`config.mk`:
```
export PLATFORM = sky130hd
export DESIGN_NAME = alu_decode_exec
export DESIGN_NICKNAME = d
export VERILOG_FILES = /design/src/rtl/alu_decode_exec.sv
export SDC_FILE = /design/constraint.sdc
export NUM_CORES = 1
export LEC_CHECK = 0
export CAP_MARGIN = 5
export CORE_UTILIZATION = 45
export DETAILED_ROUTE_END_ITERATION = 10
export PLACE_DENSITY = 0.7
export SLEW_MARGIN = 10
export SYNTH_ARGS = -nofsm -noshare
export SYNTH_HDL_FRONTEND = slang
export SYNTH_SLANG_ARGS = --single-unit
```
`constraint.sdc`:
```
create_clock -name clk -period 4.85 [get_ports clk]
set_input_delay 0.7275 -clock clk [delete_from_list [all_inputs] [get_ports clk]]
set_output_delay 0.7275 -clock clk [all_outputs]
set_load 0.05 [all_outputs]
```
`src/rtl/alu_decode_exec.sv`:
```
// Decoded ALU with a valid/ready handshake; single-cycle ops finish in one cycle.
// Define ALU_DECODE_EXEC_MULT_EN to add the shift-add MULTU path (otherwise func 25 is ADD, hi is 0).
module alu_decode_exec #(
  parameter int WIDTH = 32
) (
  input  logic             clk,
  input  logic             rst_n,
  input  logic             in_valid,
  output logic             in_ready,
  input  logic [1:0]       alu_op,
  input  logic [5:0]       func,
  input  logic [WIDTH-1:0] a,
  input  logic [WIDTH-1:0] b,
  output logic             out_valid,
  input  logic             out_ready,
  output logic [WIDTH-1:0] result,
  output logic [WIDTH-1:0] hi,
  output logic             zero
);
  localparam int CNT_W = $clog2(WIDTH + 1);

  typedef enum logic [1:0] {IDLE, MUL, DONE} state_t;
  typedef enum logic [2:0] {OP_ADD, OP_SUB, OP_AND, OP_OR, OP_NOR, OP_SLT, OP_SLTU, OP_MULTU} op_t;

  state_t           state_q, state_d;
  logic [WIDTH-1:0] result_q, result_d;
  logic             zero_q, zero_d;
  op_t              op;
  logic [WIDTH-1:0] alu_res;
  logic             accept;

  always_comb begin
    op = OP_ADD;
    case (alu_op)
      2'd1: op = OP_SUB;
      2'd2: begin
        case (func)
          6'd34:   op = OP_SUB;
          6'd36:   op = OP_AND;
          6'd37:   op = OP_OR;
          6'd39:   op = OP_NOR;
          6'd42:   op = OP_SLT;
          6'd43:   op = OP_SLTU;
`ifdef ALU_DECODE_EXEC_MULT_EN
          6'd25:   op = OP_MULTU;
`endif
          default: op = OP_ADD;
        endcase
      end
      default: op = OP_ADD;
    endcase
  end

  always_comb begin
    alu_res = a + b;
    case (op)
      OP_SUB:  alu_res = a - b;
      OP_AND:  alu_res = a & b;
      OP_OR:   alu_res = a | b;
      OP_NOR:  alu_res = ~(a | b);
      OP_SLT:  alu_res = {{(WIDTH-1){1'b0}}, ($signed(a) < $signed(b))};
      OP_SLTU: alu_res = {{(WIDTH-1){1'b0}}, (a < b)};
      default: alu_res = a + b;
    endcase
  end

  assign in_ready  = (state_q == IDLE) || ((state_q == DONE) && out_ready);
  assign accept    = in_valid && in_ready;
  assign out_valid = (state_q == DONE);
  assign result    = result_q;
  assign zero      = zero_q;

`ifdef ALU_DECODE_EXEC_MULT_EN
  logic [WIDTH-1:0]   hi_q, hi_d, mcand_q, mcand_d;
  logic [2*WIDTH-1:0] prod_q, prod_d;
  logic [CNT_W-1:0]   cnt_q, cnt_d;
  logic [WIDTH:0]     psum;

  // Multiplier sits in the low half of prod and shifts out as the partial sum shifts in.
  assign psum = {1'b0, prod_q[2*WIDTH-1:WIDTH]} + {1'b0, ({WIDTH{prod_q[0]}} & mcand_q)};
  assign hi   = hi_q;
`else
  assign hi   = '0;
`endif

  always_comb begin
    state_d  = state_q;
    result_d = result_q;
    zero_d   = zero_q;
`ifdef ALU_DECODE_EXEC_MULT_EN
    hi_d     = hi_q;
    mcand_d  = mcand_q;
    prod_d   = prod_q;
    cnt_d    = cnt_q;
`endif
    case (state_q)
      IDLE, DONE: begin
        if (accept) begin
`ifdef ALU_DECODE_EXEC_MULT_EN
          if (op == OP_MULTU) begin
            state_d = MUL;
            mcand_d = a;
            prod_d  = {{WIDTH{1'b0}}, b};
            cnt_d   = '0;
          end else
`endif
          begin
            state_d  = DONE;
            result_d = alu_res;
            zero_d   = (alu_res == '0);
          end
        end else if ((state_q == DONE) && out_ready) begin
          state_d = IDLE;
        end
      end
`ifdef ALU_DECODE_EXEC_MULT_EN
      MUL: begin
        // WIDTH add/shift steps, then one cycle to publish the product.
        if (cnt_q == CNT_W'(WIDTH)) begin
          state_d  = DONE;
          result_d = prod_q[WIDTH-1:0];
          hi_d     = prod_q[2*WIDTH-1:WIDTH];
          zero_d   = (prod_q[WIDTH-1:0] == '0);
        end else begin
          prod_d = {psum, prod_q[WIDTH-1:1]};
          cnt_d  = cnt_q + CNT_W'(1);
        end
      end
`endif
      default: state_d = IDLE;
    endcase
  end

  always_ff @(posedge clk or negedge rst_n) begin
    if (!rst_n) begin
      state_q  <= IDLE;
      result_q <= '0;
      zero_q   <= 1'b0;
`ifdef ALU_DECODE_EXEC_MULT_EN
      hi_q     <= '0;
      mcand_q  <= '0;
      prod_q   <= '0;
      cnt_q    <= '0;
`endif
    end else begin
      state_q  <= state_d;
      result_q <= result_d;
      zero_q   <= zero_d;
`ifdef ALU_DECODE_EXEC_MULT_EN
      hi_q     <= hi_d;
      mcand_q  <= mcand_d;
      prod_q   <= prod_d;
      cnt_q    <= cnt_d;
`endif
    end
  end

endmodule
```
==> run summary <==
The flow ran to the end, and the final reports show no timing, DRC or antenna violations. The peak clock frequency supported by timing is 219 MHz, and the cell row count is 47. The first global-routing pass estimated 46400 um of wire.

The post-synthesis register bit count works out to 34. By area the synthesized netlist is led by sky130_fd_sc_hd__ha_1 16%, sky130_fd_sc_hd__dfrtp_1 11%, sky130_fd_sc_hd__a21oi_1 6.6%. The critical path in this run is classified as input pin to flop.

The post-synthesis instance area was 0.00776 mm^2. For this run, design rule violations remaining after detail routing come to 0. Pin placement for this block handled 143 I/O pins. STA classifies the critical path endpoint as a flop. The detailed placer's ending HPWL was 24400 um; the starting density of the core was 0.465. The area growth from synthesis to layout is 23.9%, and the placer congestion estimate is 0.965. After the last flow step, the layout net total stands at 1388. Traced cell by cell, the critical path runs through clkdlybuf4s50_1, inv_1, ha_1, a21o_1, a311oi_1, a211o_1, a211oi_1, buf_4, o31ai_1, a221o_1, o32ai_1, nand3b_1, nor4_1, nand4_1, o31ai_1. STA puts the critical path data required time at 5.06 ns.

The final worst-path cycle share works out to 0.941. The final count of pins violating max slew was 0; the placement-stage cell area was 0.00941 mm^2. For the worst-skew pair, the clock arrives at the later sink with an insertion delay of 0.30 ns.

For this design the ratio of total power to cell area is 240 mW/mm^2. Gates resized during post-CTS repair numbered 0. Setup repair after global routing left no endpoint under its margin. The tools report the number of distinct library cells after synthesis as 101.

The count of cells in the finished layout, fillers not included, comes to 1433. After synthesis, the mean cell area works out to 7.27 um^2. Once placement completed, the tool counted placed cells totaling 1425. The count of final setup violators is 0, and the post-synthesis cell count is 1067. The run gives 0.195 mV as the highest ir drop seen on vdd. The number of warnings printed during yosys synthesis is 0, and the horizontal die dimension is 133 um. The hold violation count in the final report came out at 0.

Among all stages on the critical path, the largest delay is contributed by sky130_fd_sc_hd__clkdlybuf4s50_1. The signal arrival time at the worst endpoint was 4.77 ns; the quantity of I/O buffers inserted on ports was 110. Subtracting the final worst setup slack from the clock period gives 4.56 ns. The routed layout has 9054 vias. The via count of the first global-routing pass was 8298; the maximum clock skew at final layout was 0.0172 ns. For this run, the slowest stage of the critical path takes 0.51 ns. The die outline area was 0.0178 mm^2; the share of the yosys chip area belonging to registers was 0.110. The cell leakage power is 4.32 nW, and the number of antenna violations at the first check in global routing is 0. The number of buffers on the longest clock path is 2, and the area fraction of the dominant cell type after synthesis is 0.158. The final layout contains routed wiring with a total length of 29800 um. The number of antenna diodes in the final layout is 0.

In the synthesized netlist the dominant register cell turns out to be sky130_fd_sc_hd__dfrtp_1. CTS placed an instance of sky130_fd_sc_hd__clkbuf_16 at the clock tree root. Routed length per instance: 20.8 um.

Global routing finished with a remaining overflow of 0. Worst-path maximum fanout: 10. Hold repair after CTS inserted 0 buffers. The number of H-tree levels was 2.

Buffers added to address setup during post-CTS repair amount to 0. The path class of the tightest hold or removal check is flop to flop. The number of iterations in the first detailed-routing pass was 7; the placeable core region was 0.0167 mm^2. Measured along the y axis, the die boundary spans 133 um.

For the worst max-slew margin expressed relative to the limit, the log shows 0.318. Share of cells above drive strength 1: 0.124. The largest total area in the synthesized netlist belongs to sky130_fd_sc_hd__ha_1. The run gives 0.00961 mm^2 as the design area. The tool flagged a number of max-cap violations equal to 0. The total clock buffers created by CTS is 5, and the number of antenna-violating nets in the routed design is 0.

Yosys mapped a number of flops with a built-in enable equal to 0. The run gives 49 as the largest net degree at the start of global routing. STA classifies the critical path startpoint as an input pin. The clock drives 34 sinks. The share of flip-flops with an asynchronous set or reset after synthesis works out to 1.00.

The via count normalized by instance count works out to 6.32. TritonCTS built the clock tree. The total global routing track utilization is 0.333. The detailed router finished its first iteration with 1044 violations. The measured slew at the worst slew-check pin is 1.02 ns.

Clock-pin slew on the worst setup and hold paths: 0.07 ns. The most frequent cell on the critical path is sky130_fd_sc_hd__o31ai_1.
==> metal layers <==
metal / vias up / track usage / wire (um)
li1: 4186 / - / -
met2: 586 / 0.513 / 12800
met4: 0 / 0.0934 / 844
met5: - / 0 / 0
met3: 65 / 0.0491 / 3030
met1: 4217 / 0.477 / 13100
==> cell usage in the layout (no fill, tap or decap), types with 6 or more instances in the layout <==
cell                              count
sky130_fd_sc_hd__clkdlybuf4s50_1    110
sky130_fd_sc_hd__a31o_2               6
sky130_fd_sc_hd__a211o_1              9
sky130_fd_sc_hd__conb_1              32
sky130_fd_sc_hd__o21bai_1            13
sky130_fd_sc_hd__a2111oi_0            7
sky130_fd_sc_hd__a21o_1              23
sky130_fd_sc_hd__nor2_1              72
sky130_fd_sc_hd__nand2b_1            14
sky130_fd_sc_hd__o211ai_1            10
sky130_fd_sc_hd__a221oi_1             7
sky130_fd_sc_hd__inv_1               99
sky130_fd_sc_hd__nor4_1              14
sky130_fd_sc_hd__nor3_1              36
sky130_fd_sc_hd__o21a_1              10
sky130_fd_sc_hd__nand4_1             10
sky130_fd_sc_hd__buf_4               92
sky130_fd_sc_hd__o21ai_0             55
sky130_fd_sc_hd__o221ai_1             8
sky130_fd_sc_hd__xnor2_1             13
sky130_fd_sc_hd__or3_1                6
sky130_fd_sc_hd__a211oi_1            26
sky130_fd_sc_hd__nand3_1             22
sky130_fd_sc_hd__mux2_2              13
sky130_fd_sc_hd__dfrtp_1             34
sky130_fd_sc_hd__a32oi_1              6
sky130_fd_sc_hd__a21oi_1            103
sky130_fd_sc_hd__o31ai_1             20
sky130_fd_sc_hd__ha_1                98
sky130_fd_sc_hd__a31oi_1             11
sky130_fd_sc_hd__nor2b_1             12
sky130_fd_sc_hd__nand2_1             71
==> synth_stat cells (6+ instances only) <==
cell / count
sky130_fd_sc_hd__ha_1: 98
sky130_fd_sc_hd__or3_1: 6
sky130_fd_sc_hd__nand4_1: 10
sky130_fd_sc_hd__o21ai_0: 55
sky130_fd_sc_hd__mux2_2: 13
sky130_fd_sc_hd__inv_1: 99
sky130_fd_sc_hd__nand2b_1: 14
sky130_fd_sc_hd__nand2_1: 71
sky130_fd_sc_hd__nor3_1: 37
sky130_fd_sc_hd__o221ai_1: 8
sky130_fd_sc_hd__a31o_2: 6
sky130_fd_sc_hd__dfrtp_1: 34
sky130_fd_sc_hd__a211o_1: 9
sky130_fd_sc_hd__nor2_1: 73
sky130_fd_sc_hd__nor4_1: 14
sky130_fd_sc_hd__a32oi_1: 6
sky130_fd_sc_hd__o211ai_1: 10
sky130_fd_sc_hd__clkbuf_1: 27
sky130_fd_sc_hd__a31oi_1: 11
sky130_fd_sc_hd__buf_4: 41
sky130_fd_sc_hd__a211oi_1: 26
sky130_fd_sc_hd__o21bai_1: 13
sky130_fd_sc_hd__buf_2: 24
sky130_fd_sc_hd__a21oi_1: 103
sky130_fd_sc_hd__xnor2_1: 13
sky130_fd_sc_hd__a21o_1: 23
sky130_fd_sc_hd__nor2b_1: 12
sky130_fd_sc_hd__a2111oi_0: 7
sky130_fd_sc_hd__a221oi_1: 8
sky130_fd_sc_hd__o31ai_1: 20
sky130_fd_sc_hd__nand3_1: 22
sky130_fd_sc_hd__o21a_1: 10
==> state kept, by name, indices dropped and copies added, names as in the netlist <==
register / count
result: 32
zero: 1
state_q: 1
==> kinds of logic after synthesis <==
family / count (synthesis) / share of synthesized area
mux: 17 / 0.0240
buf+inv: 197 / 0.121
simple gates: 307 / 0.204
compound gates: 397 / 0.362
fa+ha+maj: 100 / 0.163
xor+xnor: 14 / 0.0158
other cells: 1 / 0.000483
flops: 34 / 0.110
==> power by group <==
group / switching (mW) / leakage, nW / internal, mW
registers: 0.0420 / 0.409 / 0.351
logic: 0.928 / 3.82 / 0.545
clock network: 0.145 / 0.0940 / 0.296
==> per-stage QoR <==
stage	power [mW]	TNS, ns	setup slack (ns)	util	hold slack [ns]
final	2.31	0	0.287	0.576	0.473
after global routing	2.41	0	0.0106	0.576	0.496
after CTS	2.28	0	0.253	0.575	0.482
after detailed placement	1.84	-0.0299	-0.0299	0.563	0.469
after global placement	1.84	0	0.0261	0.563	0.461
after floorplan	1.32	0	1.14	-	0.432
==> area by class of cell <==
| class | instances | area, um^2 |
|---|---|---|
| fillers | 1645 | 7090 |
| clock buffers | 5 | 125 |
| flip-flops and latches | 34 | 851 |
| well taps | 220 | 275 |
| repair buffers | 203 | 1810 |
| multi-input cells | 867 | 6100 |
| clock inverters | 3 | 68.8 |
| inverters | 101 | 379 |
==> final timing paths <==
| check | startpoint | end | slack [ns] | cells past startpoint |
|---|---|---|---|---|
| min in group asynchronous | rst_n | result[0]$_DFFE_PN0P_ | 0.87 | 2 |
| max in group asynchronous | rst_n | result[26]$_DFFE_PN0P_ | 3.62 | 2 |
| min | result[30]$_DFFE_PN0P_ | result[30]$_DFFE_PN0P_ | 0.47 | 2 |
| max | a[6] | zero$_DFFE_PN0P_ | 0.29 | 15 |
| max reg2reg | state_q[1]$_DFFE_PN0P_ | zero$_DFFE_PN0P_ | 2.82 | 7 |
| min reg2reg | result[30]$_DFFE_PN0P_ | result[30]$_DFFE_PN0P_ | 0.47 | 2 |
==> critical path, delay by kind of cell <==
family          cells  cell delay (ns)
compound gates      8             2.05
simple gates        3             0.81
buf+inv             3             0.74
fa+ha+maj           1             0.44
Note: power is estimated with default switching activity, not from simulation.
